<file path="config.mk">
export PLATFORM = sky130hd
export DESIGN_NAME = alu_flag_unit
export DESIGN_NICKNAME = d
export VERILOG_FILES = /design/src/rtl/alu_flag_unit.sv
export SDC_FILE = /design/constraint.sdc
export NUM_CORES = 1
export LEC_CHECK = 0
export CAP_MARGIN = 20
export CORE_AREA = 2 2 64 66
export CTS_CLUSTER_DIAMETER = 50
export DETAILED_ROUTE_END_ITERATION = 10
export DIE_AREA = 0 0 66 68
export SLEW_MARGIN = 10
export SYNTH_ARGS = -nofsm -noshare
export SYNTH_HDL_FRONTEND = slang
export SYNTH_SLANG_ARGS = --single-unit
export TNS_END_PERCENT = 50
</file>
<file path="constraint.sdc">
create_clock -name clk -period 5.55 [get_ports clk]
set_input_delay 1.3875 -clock clk [delete_from_list [all_inputs] [get_ports clk]]
set_output_delay 1.3875 -clock clk [all_outputs]
set_load 0.05 [all_outputs]
</file>
<file path="src/rtl/alu_flag_unit.sv">
// alu_flag_unit
//   Registered Z/C/V/N flags captured from the 8-bit ALU, carry feedback for
//   chained multi-byte compares, conditional-jump evaluation against the
//   registered flags, and a small LIFO for saving/restoring flags.
// Ports:
//   clk, rst            clock (rising edge), async active-high reset
//   alu_out/carry/over  ALU result, carry out, signed overflow
//   alu_cmp, chain      capture enable; chain makes Z accumulate across bytes
//   cond, eval          jump condition code and evaluate strobe
//   push, pop           flag stack save/restore requests
//   flags               {N,V,C,Z}, registered
//   carry_fb            registered C back to the ALU carry input
//   take, take_valid    jump decision and its one-cycle valid pulse
//   stk_count/full/empty/err  stack occupancy and sticky error
module alu_flag_unit #(
  parameter int STACK_DEPTH = 4,
  parameter int CW          = 3
) (
  input  logic          clk,
  input  logic          rst,
  input  logic [7:0]    alu_out,
  input  logic          alu_carry,
  input  logic          alu_over,
  input  logic          alu_cmp,
  input  logic          chain,
  input  logic [3:0]    cond,
  input  logic          eval,
  input  logic          push,
  input  logic          pop,
  output logic [3:0]    flags,
  output logic          carry_fb,
  output logic          take,
  output logic          take_valid,
  output logic [CW-1:0] stk_count,
  output logic          stk_full,
  output logic          stk_empty,
  output logic          stk_err
);

  localparam int AW = (STACK_DEPTH > 1) ? $clog2(STACK_DEPTH) : 1;

  typedef enum logic [3:0] {
    CC_ALWAYS = 4'd0,  CC_Z   = 4'd1,  CC_NZ  = 4'd2,  CC_C   = 4'd3,
    CC_NC     = 4'd4,  CC_N   = 4'd5,  CC_NN  = 4'd6,  CC_V   = 4'd7,
    CC_NV     = 4'd8,  CC_HI  = 4'd9,  CC_LS  = 4'd10, CC_GE  = 4'd11,
    CC_LT     = 4'd12, CC_GT  = 4'd13, CC_LE  = 4'd14, CC_NEVER = 4'd15
  } cond_t;

  logic [3:0]    stk_mem [STACK_DEPTH];
  logic          f_n, f_v, f_c, f_z;
  logic          cond_true;
  logic          res_zero;
  logic [3:0]    cap_flags;
  logic          push_ok, pop_ok, conflict;
  logic [CW-1:0] top_idx;

  assign {f_n, f_v, f_c, f_z} = flags;
  assign carry_fb  = f_c;
  assign stk_full  = (stk_count == CW'(STACK_DEPTH));
  assign stk_empty = (stk_count == '0);

  assign res_zero  = (alu_out == 8'h00);
  // Chained compare: Z survives only if every byte so far was zero.
  assign cap_flags = {alu_out[7], alu_over, alu_carry, chain ? (f_z & res_zero) : res_zero};

  assign conflict = push & pop;
  assign push_ok  = push & ~pop & ~stk_full;
  assign pop_ok   = pop & ~push & ~stk_empty;
  assign top_idx  = stk_count - CW'(1);

  always_comb begin
    cond_true = 1'b0;
    case (cond_t'(cond))
      CC_ALWAYS: cond_true = 1'b1;
      CC_Z:      cond_true = f_z;
      CC_NZ:     cond_true = ~f_z;
      CC_C:      cond_true = f_c;
      CC_NC:     cond_true = ~f_c;
      CC_N:      cond_true = f_n;
      CC_NN:     cond_true = ~f_n;
      CC_V:      cond_true = f_v;
      CC_NV:     cond_true = ~f_v;
      CC_HI:     cond_true = f_c & ~f_z;
      CC_LS:     cond_true = ~f_c | f_z;
      CC_GE:     cond_true = (f_n == f_v);
      CC_LT:     cond_true = (f_n != f_v);
      CC_GT:     cond_true = ~f_z & (f_n == f_v);
      CC_LE:     cond_true = f_z | (f_n != f_v);
      CC_NEVER:  cond_true = 1'b0;
      default:   cond_true = 1'b0;
    endcase
  end

  // Stack storage carries no reset; its contents are meaningless when empty.
  always_ff @(posedge clk) begin
    if (push_ok) stk_mem[stk_count[AW-1:0]] <= flags;
  end

  always_ff @(posedge clk or posedge rst) begin
    if (rst) begin
      flags      <= '0;
      take       <= 1'b0;
      take_valid <= 1'b0;
      stk_count  <= '0;
      stk_err    <= 1'b0;
    end else begin
      take_valid <= eval;
      if (eval) take <= cond_true;

      if ((push & stk_full) | (pop & stk_empty) | conflict) stk_err <= 1'b1;

      // Pop outranks capture; a push/pop conflict leaves flags untouched.
      if (pop_ok)
        flags <= stk_mem[top_idx[AW-1:0]];
      else if (alu_cmp & ~pop)
        flags <= cap_flags;

      if (push_ok)
        stk_count <= stk_count + CW'(1);
      else if (pop_ok)
        stk_count <= stk_count - CW'(1);
    end
  end

endmodule

</file>
# After elaboration in Yosys (flattened, before gate mapping)
# Memories as Yosys holds them, arrays and structs flattened.
# Cells that the tools add are included.
# Widths: inputs -> output; s select.
# totals
register_bits,10
ram_bits,16
in_bits,21
output_inout_bits,13
elab_cells,62
mem_count,1
# classes
add_sub_neg,2
eq_ne,18
muxes,8
bitwise,23
reduce_logical,5
# mem_list
name,words,width,rd,rd_ports_with_merged_regs,wr,line,rtl
stk_mem,4,4,1,0,1,49,logic [3:0] stk_mem [STACK_DEPTH];
# op_table
operator,n
$eq 4x4->1 const B,8
$eq 4x3->1 const B,4
$pmux 1 s16,1
$and 1x1->1,11
$eq 4x2->1 const B,2
$logic_not 8->1,1
$mux 4,2
$not 1->1,8
$mux 3,2
$eq 4x1->1 const B,1
$logic_not 4->1,1
$or 1x1->1,4
$reduce_bool 2->1,2
$add 3x1->3 const B,1
$eq 3x3->1 const B,1
$logic_not 3->1,1
$mux 1,3
$sub 3x1->3 const B,1
$eq 1x1->1,1
$ne 1x1->1,1

# Longest topological paths before layout
# depth
word_depth,5
mapped_depth,9
ltp_nobuf,7

# Least setup slack after synthesis
# OpenSTA, ideal clock, no wires.
# synth_path
path_type,register -> output
from,register stk_count[0]
to,output stk_full
t_arrival_ns,1.714
setup_slack_ns,2.448
stages_incl_launch_ff,5
cell_sequence,dfrtp_1 > clkbuf_1 > inv_1 > ha_1 > ha_1
# synth_via
elab_chain_cells,1
# synth_lines
item,line,rtl
"start, declared",34,"output logic [CW-1:0] stk_count,"
"start signal, assigned",119,stk_count <= stk_count + CW'(1);
"start signal, assigned",121,stk_count <= stk_count - CW'(1);
$eq 3x3->1,59,assign stk_full = (stk_count == CW'(STACK_DEPTH));
"end, declared",35,"output logic stk_full,"
# No other way between the ends.

# Worst setup path after layout
# Same ends and word-level chain as after synthesis.

==> summary.md <==
| Metric | Value |
|---|---|
| Pwr Density | 526 mW/mm2 |
| Multi-input gate area | 578 um2 |
| Sequential area share after synthesis | 53.7% |
| Required time of the worst setup path | 4.16 ns |
| Mean Syn Cell Area | 12.8 um2 |
| Critical-path maximum fanout | 9 |
| Max Cap Viol | 0 |
| Hold WS | 0.495 ns |
| Die footprint | 0.00449 mm2 |
| Fin crit share | 64.4% |
| Kind of critical path | reg2out |
| Hold crit path type | reg2reg |
| Startpoint Class | flip-flop |
| Switching Share | 41.7% |
| Fill count | 369 |
| RePlAce Congestion | 0.826 |
| Post-CTS Setup Inserts | 0 |
| CTS tree | yes |
| Lkg Pwr | 0.662 nW |
| Setup TNS | 0 ns |
| Via count | 972 |
| Die extent in x | 66 um |
| Max Clock Freq | 280 MHz |
| Area delta synth->final | 31.9% |
| Hold buffer count at cts | 0 |
| Yosys warns | 0 |
| Total track usage | 14.9% |
| H-tree depth | 1 |
| Unrepaired setup endpoints after global routing | no |
| Async set or reset register ratio after synthesis | 38.5% |
| Top-Level Pins | 34 |
| Slew headroom | 58.9% |
| Post-Syn Instances | 106 |
| Hold Violations, Final | 0 |
| Post-synth EDFFs | 16 |
| Initial Util | 35.3% |
| Total gr overflow | 0 |
| Worst-Skew Late Latency | 0.27 ns |
| Core Region | 0.00386 mm2 |
| Register share of total power | 36.3% |
| Routed wire length | 2940 um |
| Largest net degree at the start of global routing | 16 |
| Post-Place Cells | 184 |
| Die H | 68 um |
| CTS Buffer Depth | 2 |
| Via density | 5.17 |
| Slew @ Worst Pin | 0.615 ns |
| Clock sink count | 26 |
| Antenna cells | 0 |
| Nets | 166 |
| Row count | 23 |
| CTS Root Cell | clkbuf_8 |
| Iter 0 DRT Violations | 30 |
| Vias in the first global route | 978 |
| Reg area | 731 um2 |
| #FFs+latches synth | 26 |
| Placed cell areas | 0.00172 mm2 |
| Ys flop type | edfxtp_1 |
| Combinational share of power | 47.3% |
| Mapped Nets | 133 |
| Final instance area | 0.00180 mm2 |
| CTS buffer count | 3 |
| Int Pwr | 551 uW |
| Antenna Nets Post-Route | 0 |
| Port-buffer cells | 33 |
| First-pass DRT Iterations | 4 |
| Status | completed |
| Post-cts resize count | 0 |
| Layout cells sized above 1 | 12.3% |
| Layout Skew | 0.00142 ns |
| Slew Viols, Final | 0 |
| Non-Filler Instances | 188 |
| Distinct cells, synth | 38 |
| Drt wl/cell | 15.7 um |
| Psw | 393 uW |
| Commonest cells after routing, fill and taps aside | clkdlybuf4s50_1 (33), edfxtp_1 (16), dfrtp_1 (10) |
| Synth Cell Area | 0.00136 mm2 |
| Endpoints failing setup | 0 |
| First-pass GRT wire length | 4940 um |
| HPWL after DPL | 2200 um |
| Worst setup EP type | primary output |
| Commonest non-fill, non-tap cell in the layout | clkdlybuf4s50_1 |
| Clock-pin slew on the worst setup and hold paths | 0.09 ns |
| Remaining DRCs | 0 |
| Critical Path AT | 2.19 ns |
| Power share of the clock group | 16.4% |
| Initial antenna violation count | 0 |
| Minimum clock period | 3.57 ns |
| Worst IR drop on VDD | 0.369 mV |
## synthesized netlist by cell type (2+ instances only)
cell	n	area (um2)
mux4_2	4	90.1
inv_1	6	22.5
mux2_2	2	22.5
or2b_2	2	17.5
o21ai_0	3	15.0
and2_1	5	31.3
edfxtp_1	16	480
o211ai_1	2	15.0
xnor2_1	2	17.5
mux2i_1	4	40.0
dfrtp_1	10	250
nor2_1	4	15.0
nand2_1	7	26.3
nor4_1	2	12.5
ha_1	6	75.1
a21oi_1	6	30.0
and2b_2	2	17.5
clkbuf_1	3	11.3
## worst paths after layout
path                       slack, ns           end  cells past startpoint    startpoint
setup / recovery                1.98      stk_full                      4  stk_count[0]
hold / removal                  0.49       stk_err                      1       stk_err
setup reg to reg                3.09  stk_count[2]                      7  stk_count[0]
hold reg to reg                 0.49       stk_err                      1       stk_err
max in group asynchronous       3.86      flags[1]                      2           rst
min in group asynchronous       1.40       stk_err                      2           rst
## registers in the layout, summed over array words and instances, names as in the netlist
signal,flops
stk_mem,16
flags,4
stk_count,3
stk_err,1
take,1
take_valid,1
## final cells by class
cell class,count,share of cell area (%)
Tap cell,50,3.48
Clock buffer,3,2.30
Clock inverter,1,1.67
Timing Repair Buffer,33,18.4
Sequential cell,26,40.7
Multi-Input combinational cell,69,32.2
Inverter,6,1.25
## kinds of logic (layout without fill, tap and decap cells)
| group | after synthesis | count (layout) | synth area share [%] |
|---|---|---|---|
| compound gates | 24 | 24 | 12.7 |
| fa+ha+maj | 6 | 6 | 5.51 |
| xor+xnor | 2 | 2 | 1.29 |
| buf+inv | 11 | 43 | 3.86 |
| simple gates | 27 | 27 | 11.8 |
| flops | 26 | 26 | 53.7 |
| mux | 10 | 10 | 11.2 |
## metal layers
layer  track usage (%)  share of wire, %
met2              24.7                49
met5                 0                 0
met1              20.0                46
met4              6.38               1.6
met3              1.81               3.6
## power by group through the flow
stage,Sequential (mW),Combinational [mW],Clock [mW]
after detailed placement,0.347,0.447,0
after floorplan,0.417,0.232,0
after global placement,0.345,0.444,0
after CTS,0.343,0.450,0.158
final,0.343,0.447,0.155
after global routing,0.355,0.478,0.164
## metrics by stage
stage	utilization, %	worst slack [ns]	power (mW)
finish	46.6	1.98	0.945
global route	46.6	1.82	0.997
CTS	46.6	1.96	0.951
detailed placement	44.7	2.27	0.794
global placement	44.7	2.29	0.789
floorplan	-	2.45	0.649
## critical path, cell delays in order (launching register included)
cell	delay [ns]
dfrtp_1	0.60
inv_1	0.12
ha_1	0.25
ha_1	0.22
clkdlybuf4s50_1	0.72
Power figures use the tool's default switching activity.
